<file path="src/rtl/priority_encoder_8to3_seq.sv">
// Registered 8-to-3 priority encoder with sticky pending bits, valid/ready output.
// Ports: clk, rst_n (async low), clear (sync flush), eight_input[7:0] requests,
//   out_ready, out_valid, three_output[2:0] index, pending[7:0], overflow (sticky).
module priority_encoder_8to3_seq #(
    parameter bit PRIORITY_HIGH = 1'b1
) (
    input  logic       clk,
    input  logic       rst_n,
    input  logic       clear,
    input  logic [7:0] eight_input,
    input  logic       out_ready,
    output logic       out_valid,
    output logic [2:0] three_output,
    output logic [7:0] pending,
    output logic       overflow
);

    typedef enum logic {
        S_IDLE,
        S_HOLD
    } state_t;

    state_t     r_state;
    logic       r_valid;
    logic [2:0] r_code;
    logic [7:0] r_pend;
    logic       r_ovf;

    logic       w_fire;
    logic [7:0] w_gclr;
    logic [7:0] w_pend_next;
    logic       w_ovf_hit;
    logic [2:0] w_enc;

    // Scan order decides the winner: the last set bit visited is kept.
    function automatic logic [2:0] enc(input logic [7:0] v);
        logic [2:0] idx;
        idx = 3'd0;
        if (PRIORITY_HIGH) begin
            for (int i = 0; i < 8; i++)
                if (v[i]) idx = 3'(i);
        end else begin
            for (int i = 7; i >= 0; i--)
                if (v[i]) idx = 3'(i);
        end
        return idx;
    endfunction

    always_comb begin
        w_fire      = r_valid & out_ready;
        w_gclr      = w_fire ? (8'b1 << r_code) : 8'b0;
        w_pend_next = (r_pend & ~w_gclr) | eight_input;
        // Re-asserting the bit being granted this cycle is not an overflow.
        w_ovf_hit   = |(eight_input & r_pend & ~w_gclr);
        w_enc       = enc(w_pend_next);
    end

    always_ff @(posedge clk or negedge rst_n) begin
        if (!rst_n) begin
            r_state <= S_IDLE;
            r_valid <= 1'b0;
            r_code  <= 3'd0;
            r_pend  <= 8'd0;
            r_ovf   <= 1'b0;
        end else if (clear) begin
            r_state <= S_IDLE;
            r_valid <= 1'b0;
            r_code  <= 3'd0;
            r_pend  <= 8'd0;
            r_ovf   <= 1'b0;
        end else begin
            r_pend <= w_pend_next;
            r_ovf  <= r_ovf | w_ovf_hit;
            unique case (r_state)
                S_IDLE: begin
                    if (w_pend_next != 8'd0) begin
                        r_state <= S_HOLD;
                        r_valid <= 1'b1;
                        r_code  <= w_enc;
                    end
                end
                S_HOLD: begin
                    // No preemption: the code only moves on an accepted grant.
                    if (w_fire) begin
                        if (w_pend_next != 8'd0) begin
                            r_code <= w_enc;
                        end else begin
                            r_state <= S_IDLE;
                            r_valid <= 1'b0;
                            r_code  <= 3'd0;
                        end
                    end
                end
                default: begin
                    r_state <= S_IDLE;
                    r_valid <= 1'b0;
                    r_code  <= 3'd0;
                end
            endcase
        end
    end

    assign out_valid    = r_valid;
    assign three_output = r_code;
    assign pending      = r_pend;
    assign overflow     = r_ovf;

endmodule

</file>
<file path="config.mk">
export PLATFORM = sky130hd
export DESIGN_NAME = priority_encoder_8to3_seq
export DESIGN_NICKNAME = d
export VERILOG_FILES = /design/src/rtl/priority_encoder_8to3_seq.sv
export SDC_FILE = /design/constraint.sdc
export NUM_CORES = 1
export LEC_CHECK = 0
export ABC_CLOCK_PERIOD_IN_PS = 1600
export CAP_MARGIN = 30
export CELL_PAD_IN_SITES_DETAIL_PLACEMENT = 2
export CELL_PAD_IN_SITES_GLOBAL_PLACEMENT = 2
export CORE_MARGIN = 2
export CORE_UTILIZATION = 25
export CTS_CLUSTER_DIAMETER = 60
export DETAILED_ROUTE_END_ITERATION = 8
export PLACE_DENSITY = 0.84
export SETUP_SLACK_MARGIN = 0.2
export SLEW_MARGIN = 20
export SYNTH_ARGS = -nofsm -noshare
export SYNTH_HDL_FRONTEND = slang
export SYNTH_SLANG_ARGS = --single-unit
</file>
<file path="constraint.sdc">
create_clock -name clk -period 1.6 [get_ports clk]
set_input_delay 0.24 -clock clk [delete_from_list [all_inputs] [get_ports clk]]
set_output_delay 0.24 -clock clk [all_outputs]
set_load 0.05 [all_outputs]
</file>
==> flow_metrics.py, run 1 <==
metrics = {
    "power": {
        "max-vdd-ir-drop_mv": 0.420,
        "internal_power_w": 0.000809,
        "seqPwrFrac_pct": 32.7,
        "p_leak_nw": 0.684,
        "combPwrFrac_pct": 46.6,
        "power.density_nw_per_um2": 816,
        "clockPowerShare_pct": 20.7,
        "p_sw_w": 0.000506,
        "swShare_pct": 38.5,
    },
    "sta": {
        "finalMaxSlewViolations": 0,
        "worst_slew_pin_slew_ns": 0.511,
        "min_period_ns": 2.15,
        "rsz0062_at_grt": "true",
        "relSlewSlack_pct": 65.5,
        "setup_viol": 7,
        "hold_viol": 0,
        "timing.fmax_ghz": 0.466,
        "setup_ws_ns": -0.547,
        "finalCritPeriodShare_pct": 134,
        "setup_tns_ns": -2.86,
        "finClkSkew_ns": 0.00773,
    },
    "clocking": {
        "clk_path_buf_depth": 2,
        "root_buffer": "clkbuf_4",
        "numCtsBuffers": 3,
        "clk_latency_ns": 0.30,
        "cts_tree": "yes",
        "clkTransAtPathRegs_ns": 0.10,
        "htreeDepth": 1,
        "clkSinkCount": 14,
    },
    "floorplanning": {
        "fp-row-count": 21,
        "die_h_um": 62.0,
        "die_w_um": 62.0,
        "core_um2": 3280,
        "dieArea_um2": 3840,
        "top_level_ports": 25,
        "start_util_pct": 25.6,
    },
    "yosys": {
        "synth_area_leader_cell": "dfrtp_1",
        "yosys_warnings": 0,
        "postSynthCellCount": 82,
        "yosysTopAreaCellShare_pct": 41.7,
        "synthTopCellsByArea": "dfrtp_1 (42%), o22ai_2 (8.9%), o311ai_0 (4.2%)",
        "syn_area_um2": 840,
        "synth_fp_nets": 94,
        "synth_cell_type_count": 33,
        "yosysSeqAreaShare_pct": 41.7,
        "syn_avg_cell_area_um2": 10.2,
        "synth_seq_cells": 14,
    },
    "outcome": {
        "status": "finished with violations",
        "violations": "setup timing",
    },
    "setup_path": {
        "crit_type": "register to register",
        "cp_slowest_cell": "dfrtp_2",
        "arrival_ns": 2.30,
        "max_stage_delay_ns": 0.43,
        "cp-end-kind": "register",
        "cp-start-kind": "register",
        "worstPathCellList": "buf_6 -> or3_1 -> o22ai_2 -> nand4_1 -> buf_4 -> nor2_1 -> a221oi_1",
        "cp.required_ns": 1.75,
        "critPathMaxFanout": 6,
    },
    "drt": {
        "first_pass_iters": 4,
        "routed_via_density": 5.66,
        "wirelength_um": 5340,
        "drt.antenna.violating_nets": 0,
        "via_count": 1103,
        "drcViolationCount": 0,
        "post_drt_wl_per_cell_um": 27.4,
        "drtIter0Drc": 71,
    },
    "final_layout": {
        "fin_nets": 162,
        "layout.cells.non_filler": 195,
        "fill_cells": 336,
        "antenna_cells": 0,
        "synthToLayoutAreaGrowth_pct": 92.0,
        "drive_gt1_share_pct": 57.7,
        "post-route-util_pct": 49.1,
    },
    "grt": {
        "antenna_found_initial": 0,
        "grt_max_degree": 15,
        "grt_pass1_wl_um": 7170,
        "overflow": 0,
        "grt_usage_pct": 27.3,
        "grt_pass1_vias": 1183,
    },
    "place": {
        "dp_slack_ns": -0.556,
        "dp_cells": 178,
        "post-dp-hpwl_um": 2830,
        "place.port_buffers": 24,
        "place_congestion": 0.847,
    },
    "job": {
        "drv_cap": 0,
    },
    "min_path": {
        "min_path_type": "input port to async pin",
    },
}
## metal layers
metal | vias up | wire length, um | GRT usage [%]
li1 | 458 | - | -
met5 | - | 0 | 0
met1 | 572 | 2290 | 33.2
met3 | 17 | 214 | 2.07
met4 | 0 | 214 | 14.9
met2 | 56 | 2620 | 47.3
## logic make-up (layout without fill, tap and decap cells)
kind of cell / Yosys count / in the layout / synth area share [%]
and+or+nand+nor: 32 / 32 / 23.4
AOI/OAI and AO/OA: 28 / 28 / 30.0
DFF: 14 / 14 / 41.7
buffers and inverters: 8 / 75 / 4.92
## final cells by class
cell class | count | area [um^2] | area share [%]
multi-input combinational | 60 | 542 | 33.6
sequential | 14 | 355 | 22.0
tap | 46 | 57.6 | 3.57
timing repair buffer | 66 | 602 | 37.3
clock buffer | 4 | 36.3 | 2.25
inverter | 5 | 18.8 | 1.16
## synthesized netlist by cell type
library cell / count
o22ai_2: 6
a21boi_1: 1
nand4_2: 1
nand2_1: 5
and4_1: 1
o21ai_1: 2
o311a_1: 1
o311ai_0: 4
o21bai_1: 1
nand4_1: 1
inv_1: 5
or3_1: 3
o41a_1: 1
buf_6: 1
a41oi_1: 1
a221oi_1: 1
o32ai_1: 1
dfrtp_1: 14
clkbuf_1: 1
nor2_1: 9
o22a_1: 1
o22ai_1: 3
a311oi_1: 1
and2_1: 1
a31oi_1: 1
o221a_1: 1
nand2b_1: 2
nand3b_1: 3
nand3_2: 1
nand3b_2: 1
buf_4: 1
or3b_1: 4
o211ai_1: 2
## power by group through the flow
| stage | clock [W] | sequential (W) | combinational [W] |
|---|---|---|---|
| 2_1_floorplan | 0 | 0.000519 | 0.000127 |
| 3_3_place_gp | 0 | 0.000434 | 0.000427 |
| 3_5_place_dp | 0 | 0.000437 | 0.000449 |
| 4_1_cts | 0.000275 | 0.000424 | 0.000543 |
| 5_1_grt | 0.000298 | 0.000433 | 0.000631 |
| 6_report | 0.000272 | 0.000430 | 0.000612 |
## sequential cells by signal, summed over array words and instances (netlist names)
signal and cells:
r_state 1, overflow 1, pending 8, three_output 3, out_valid 1
## critical path: cells and delay by family (launching register included)
family | cells | cell delay [ns]
compound gates | 2 | 0.33
buf+inv | 2 | 0.34
flops | 1 | 0.43
simple gates | 3 | 0.90
## path summary, 6_finish.rpt
kind	cells past startpoint	to	startpoint	slack, ns
min	2	pending[2]$_DFF_PN0_	rst_n	0.26
max in group asynchronous	2	out_valid$_DFFE_PN0P_	rst_n	1.13
min in group clk	2	out_valid$_DFFE_PN0P_	r_state$_DFF_PN0_	0.72
max	7	out_valid$_DFFE_PN0P_	three_output[1]$_DFFE_PN0P_	-0.55
max reg2reg	7	out_valid$_DFFE_PN0P_	three_output[1]$_DFFE_PN0P_	-0.55
min reg2reg	2	out_valid$_DFFE_PN0P_	r_state$_DFF_PN0_	0.72
## cell usage in the layout, fill, tap and decap left out, types with 2 or more instances in the layout
cell type         n
clkbuf_4          3
dfrtp_2           4
o22ai_4           4
nor2_2            2
o22ai_2           4
o311ai_0          3
nand2b_1          2
buf_6            11
inv_2             2
dfrtp_1          10
clkdlybuf4s50_1  11
or3b_4            3
nor2_1            6
buf_12            3
or3_1             2
nand2_1           5
o211ai_1          2
nand3b_1          3
inv_1             3
buf_4            41
## repair_timing
item	4_1_cts	5_1_grt
hold buffers	0	0
pin swaps	10	4
endpoints found under the setup margin	7	16
buffers inserted	10	3
gates resized for setup	21	12
## per-stage QoR
stage	cell area [um^2]	total power (W)	hold WS [ns]
floorplan	857	0.000646	-0.0556
global placement	1350	0.000860	0.571
detailed placement	1350	0.000887	0.579
CTS	1540	0.00124	0.273
global route	1610	0.00136	0.265
finish	1610	0.00131	0.256
No activity file was read; power rests on OpenSTA's default activity.
==> inputs of run 2 (changes only) <==
--- a/config.mk
+++ b/config.mk
@@ -9,6 +9,7 @@
 export CAP_MARGIN = 30
 export CELL_PAD_IN_SITES_DETAIL_PLACEMENT = 2
 export CELL_PAD_IN_SITES_GLOBAL_PLACEMENT = 2
+export CORE_ASPECT_RATIO = 0.5
 export CORE_MARGIN = 2
 export CORE_UTILIZATION = 25
 export CTS_CLUSTER_DIAMETER = 60
==> flow_metrics.py, run 2 (synthesis results as in run 1) <==
metrics = {
    "outcome": {
        "status": "finished with violations",
        "violations": "setup timing",
    },
    "power": {
        "power.density_nw_per_um2": 858,
        "p_leak_nw": 0.678,
        "max-vdd-ir-drop_mv": 0.336,
        "power.total_w": 0.00137,
    },
    "drt": {
        "post_drt_wl_per_cell_um": 26.9,
        "routed_via_density": 5.61,
        "wirelength_um": 5030,
        "drtIter0Drc": 62,
        "drt.antenna.violating_nets": 0,
        "first_pass_iters": 4,
        "drcViolationCount": 0,
        "via_count": 1049,
    },
    "sta": {
        "setup_ws_ns": -0.369,
        "worst_slew_pin_slew_ns": 0.426,
        "timing.fmax_ghz": 0.508,
        "finClkSkew_ns": 0.00283,
        "min_period_ns": 1.97,
        "setup_viol": 6,
        "hold_viol": 0,
        "relSlewSlack_pct": 71.2,
        "finalCritPeriodShare_pct": 123,
        "rsz0062_at_grt": "true",
        "finalMaxSlewViolations": 0,
    },
    "setup_path": {
        "arrival_ns": 2.12,
        "cp-start-kind": "register",
        "cp.required_ns": 1.75,
        "critPathMaxFanout": 6,
        "crit_type": "register to register",
        "reg2reg_slack_ns": -0.37,
        "timing.rr.end": "three_output[0]$_DFFE_PN0P_",
        "r2r_cells": 6,
        "cp-end-kind": "register",
        "r2r_start": "three_output[0]$_DFFE_PN0P_",
    },
    "floorplanning": {
        "core_um2": 3100,
        "dieArea_um2": 3870,
        "top_level_ports": 25,
        "die_w_um": 86.0,
        "fp-row-count": 14,
        "start_util_pct": 27.1,
        "die_h_um": 45.0,
    },
    "final_layout": {
        "register_area_um2": 355,
        "antenna_cells": 0,
        "fill_cells": 309,
        "post-route-util_pct": 51.7,
        "synthToLayoutAreaGrowth_pct": 90.8,
        "fin_nets": 160,
        "final_cell_mix": "buf_4 (44), dfrtp_1 (10), clkdlybuf4s50_1 (9)",
        "drive_gt1_share_pct": 57.1,
        "final_common_cell": "buf_4",
        "multi_input_area_um2": 572,
        "largest_reg_flops": 8,
    },
    "clocking": {
        "root_buffer": "clkbuf_8",
        "htreeDepth": 1,
        "numCtsBuffers": 3,
        "clk_latency_ns": 0.25,
        "cts_hold_buf": 0,
        "clkTransAtPathRegs_ns": 0.07,
        "clk_path_buf_depth": 2,
        "cts_tree": "yes",
        "clkSinkCount": 14,
    },
    "grt": {
        "overflow": 0,
        "antenna_found_initial": 0,
        "grt_max_degree": 15,
        "grt_usage_pct": 26.2,
        "grt_pass1_wl_um": 7190,
        "grt_pass1_vias": 1113,
    },
    "place": {
        "post-dp-hpwl_um": 2690,
        "place_congestion": 0.817,
        "place.port_buffers": 24,
    },
    "job": {
        "drv_cap": 0,
    },
    "min_path": {
        "min_path_type": "input port to async pin",
    },
}
[run 2: cell type report]
cell class	count	area share, %
sequential	14	22.2
inverter	5	1.17
timing repair buffer	64	34.4
multi-input combinational	60	35.7
clock buffer	4	3.44
tap	40	3.12
[run 2: worst max-delay path: stages (launching register included)]
cell	delay, ns
dfrtp_2	0.42
buf_6	0.14
or3b_4	0.39
o22ai_4	0.14
nand4_1	0.16
o41a_1	0.47
o32ai_2	0.15
[run 2: through the flow]
| step | setup TNS (ns) | setup WS, ns | area (um^2) | hold slack (ns) | cells |
|---|---|---|---|---|---|
| 6_report | -1.80 | -0.369 | 1600 | 0.306 | 187 |
| 5_1_grt | -2.22 | -0.442 | 1600 | 0.342 | 187 |
| 4_1_cts | -1.50 | -0.320 | 1530 | 0.331 | 184 |
| 3_5_place_dp | -2.85 | -0.511 | 1340 | 0.605 | 173 |
| 3_3_place_gp | -2.22 | -0.420 | 1340 | 0.573 | 173 |
| 2_1_floorplan | -1.04 | -0.289 | 857 | -0.0556 | 82 |
[run 2: where the power goes]
group | internal (W) | total [W] | switching, W
Combinational | 0.000257 | 0.000567 | 0.000310
Clock | 0.000219 | 0.000371 | 0.000152
Sequential | 0.000386 | 0.000437 | 0.0000509
[run 2: timing repair]
| item | CTS | global route |
|---|---|---|
| gates resized for setup | 22 | 11 |
| buffers inserted | 7 | 3 |
| pin swaps | 14 | 3 |
| setup endpoints to repair | 7 | 12 |
[run 2: layer usage]
metal / routed length [um] / vias up / global-route usage [%]
met5: 0 / - / 0
met4: 28 / 0 / 3.81
met3: 134 / 2 / 6.95
met2: 2320 / 22 / 43.6
met1: 2540 / 565 / 35.7
li1: - / 460 / -
[run 2: how the worst max path moves through the flow]
| stage | start | end | slack (ns) |
|---|---|---|---|
| after floorplan | three_output[0]$_DFFE_PN0P_ | three_output[0]$_DFFE_PN0P_ | -0.29 |
| after global placement | out_ready | overflow$_DFF_PN0_ | -0.42 |
| after detailed placement | out_ready | three_output[0]$_DFFE_PN0P_ | -0.51 |
| after CTS | three_output[0]$_DFFE_PN0P_ | three_output[0]$_DFFE_PN0P_ | -0.32 |
| after global routing | three_output[0]$_DFFE_PN0P_ | three_output[2]$_DFFE_PN0P_ | -0.44 |
| final | three_output[0]$_DFFE_PN0P_ | three_output[0]$_DFFE_PN0P_ | -0.37 |
==> inputs of run 3 (changes only) <==
--- a/config.mk
+++ b/config.mk
@@ -10,7 +10,7 @@
 export CELL_PAD_IN_SITES_DETAIL_PLACEMENT = 2
 export CELL_PAD_IN_SITES_GLOBAL_PLACEMENT = 2
 export CORE_ASPECT_RATIO = 0.5
-export CORE_MARGIN = 2
+export CORE_MARGIN = 4
 export CORE_UTILIZATION = 25
 export CTS_CLUSTER_DIAMETER = 60
 export DETAILED_ROUTE_END_ITERATION = 8
==> flow_metrics.py, run 3 (synthesis results as in run 1) <==
metrics = {
    "sta": {
        "finalMaxSlewViolations": 0,
        "timing.fmax_ghz": 0.489,
        "relSlewSlack_pct": 67.8,
        "rsz0062_at_grt": "true",
        "setup_viol": 9,
        "worst_slew_pin_slew_ns": 0.476,
        "finalCritPeriodShare_pct": 128,
        "setup_ws_ns": -0.445,
        "min_period_ns": 2.05,
        "hold_viol": 0,
        "finClkSkew_ns": 0.00433,
    },
    "setup_path": {
        "cp-start-kind": "register",
        "max_stage_delay_ns": 0.47,
        "cp.required_ns": 1.72,
        "cp-end-kind": "register",
        "critPathMaxFanout": 6,
        "timing.rr.end": "three_output[0]$_DFFE_PN0P_",
        "arrival_ns": 2.17,
        "reg2reg_slack_ns": -0.45,
        "cp_slowest_cell": "dfrtp_2",
        "r2r_cells": 7,
        "r2r_start": "three_output[0]$_DFFE_PN0P_",
        "worstPathCellList": "buf_6 -> or3b_4 -> buf_4 -> o22a_1 -> a21boi_2 -> o221a_1 -> o32ai_2",
        "crit_type": "register to register",
    },
    "final_layout": {
        "synthToLayoutAreaGrowth_pct": 111,
        "fin_nets": 171,
        "drive_gt1_share_pct": 64.6,
        "antenna_cells": 0,
        "final_common_cell": "buf_4",
        "largest_reg_flops": 8,
        "final_cell_mix": "buf_4 (45), buf_6 (15), clkdlybuf4s50_1 (10), dfrtp_1 (10)",
        "final_area_um2": 1770,
    },
    "floorplanning": {
        "die_h_um": 49.0,
        "start_util_pct": 27.1,
        "top_level_ports": 25,
        "core_um2": 3100,
        "fp-row-count": 14,
        "dieArea_um2": 4410,
        "die_w_um": 90.0,
    },
    "place": {
        "place_congestion": 0.819,
        "place_area_um2": 1340,
        "post-dp-hpwl_um": 3130,
        "place.port_buffers": 24,
    },
    "clocking": {
        "clkTransAtPathRegs_ns": 0.07,
        "clkSinkCount": 14,
        "numCtsBuffers": 3,
        "clk_path_buf_depth": 2,
        "cts_hold_buf": 0,
        "clk_latency_ns": 0.26,
        "htreeDepth": 1,
        "root_buffer": "clkbuf_8",
        "cts_tree": "yes",
    },
    "power": {
        "p_sw_w": 0.000560,
        "power.density_nw_per_um2": 841,
        "power.total_w": 0.00149,
        "swShare_pct": 37.6,
        "max-vdd-ir-drop_mv": 0.413,
        "internal_power_w": 0.000930,
        "combPwrFrac_pct": 46.1,
        "p_leak_nw": 0.761,
        "seqPwrFrac_pct": 29.4,
        "clockPowerShare_pct": 24.6,
    },
    "grt": {
        "grt_pass1_wl_um": 7730,
        "met1_usage_pct": 33.9,
        "grt_max_degree": 15,
        "use_met3_pct": 4.16,
        "grt_pass1_vias": 1160,
        "busiest_layer": "met2",
        "antenna_found_initial": 0,
        "grt_usage_pct": 23.7,
        "grt_use_met2_pct": 38.1,
        "overflow": 0,
    },
    "job": {
        "drv_cap": 0,
    },
    "drt": {
        "first_pass_iters": 4,
        "routed_via_density": 5.61,
        "wirelength_um": 5950,
        "drtIter0Drc": 47,
        "drcViolationCount": 0,
        "drt.antenna.violating_nets": 0,
        "via_count": 1110,
        "post_drt_wl_per_cell_um": 30.0,
    },
    "min_path": {
        "min_path_type": "input port to async pin",
    },
    "outcome": {
        "violations": "setup timing",
        "status": "finished with violations",
    },
}
[run 3: changes by cell type in the layout (fill, tap and decap cells not counted), moves of 2 or more]
cell	before	now
o311ai_1	1	3
nor2_2	1	4
buf_6	6	15
o22ai_1	2	0
o21ai_1	2	0
buf_12	2	4
o311ai_2	2	0
o21ai_2	0	2
o22ai_2	1	4
nor2_1	6	2
[run 3: through the flow]
step | setup slack, ns | setup TNS (ns) | hold slack, ns | util, % | instances
after CTS | -0.292 | -1.43 | 0.312 | 52.7 | 191
after global routing | -0.483 | -2.72 | 0.371 | 57.2 | 198
after floorplan | -0.289 | -1.04 | -0.0556 | - | 82
final | -0.445 | -2.31 | 0.360 | 57.2 | 198
after detailed placement | -0.554 | -3.24 | 0.584 | 43.3 | 172
after global placement | -0.415 | -2.37 | 0.567 | 43.3 | 172
[run 3: area by class of cell]
class,count,area (um^2)
well taps,40,50.0
fillers,293,1330
flip-flops and latches,14,355
repair buffers,75,696
inverters,5,18.8
clock buffers,4,55.1
multi-input cells,60,598
[run 3: what timing repair did]
| action | 4_1_cts | 5_1_grt |
|---|---|---|
| endpoints found under the setup margin | 8 | 15 |
| setup buffers | 15 | 7 |
| resized for setup | 28 | 22 |
| pin swaps | 9 | 10 |
[run 3: worst max-delay path: cells and delay by family (launching register included)]
family / cells / cell delay, ns
AO/OA/AOI/OAI: 4 / 0.74
flip-flops: 1 / 0.47
buffers and inverters: 2 / 0.30
AND/OR/NAND/NOR: 1 / 0.41
[run 3: how the worst max path moves through the flow]
stage	from	endpoint	slack [ns]	cells after the start
after floorplan	three_output[0]$_DFFE_PN0P_	three_output[0]$_DFFE_PN0P_	-0.29	5
after global placement	out_ready	three_output[0]$_DFFE_PN0P_	-0.42	7
after detailed placement	out_ready	three_output[0]$_DFFE_PN0P_	-0.55	7
after CTS	three_output[0]$_DFFE_PN0P_	three_output[0]$_DFFE_PN0P_	-0.29	6
after global routing	three_output[0]$_DFFE_PN0P_	three_output[0]$_DFFE_PN0P_	-0.48	6
final	three_output[0]$_DFFE_PN0P_	three_output[0]$_DFFE_PN0P_	-0.45	7
[run 3: per-layer routing]
| layer | routed length, um | up-vias | part of all wire, % |
|---|---|---|---|
| li1 | - | 474 | - |
| met1 | 2940 | 587 | 49 |
| met3 | 245 | 12 | 4.1 |
| met2 | 2680 | 37 | 45 |
| met4 | 89 | 0 | 1.5 |
| met5 | 0 | - | 0 |
[run 3: power groups by stage]
stage	clock [W]	sequential (W)	combinational (W)
6_report	0.000366	0.000438	0.000687
5_1_grt	0.000387	0.000440	0.000710
4_1_cts	0.000371	0.000427	0.000573
3_5_place_dp	0	0.000439	0.000449
3_3_place_gp	0	0.000435	0.000428
2_1_floorplan	0	0.000519	0.000127
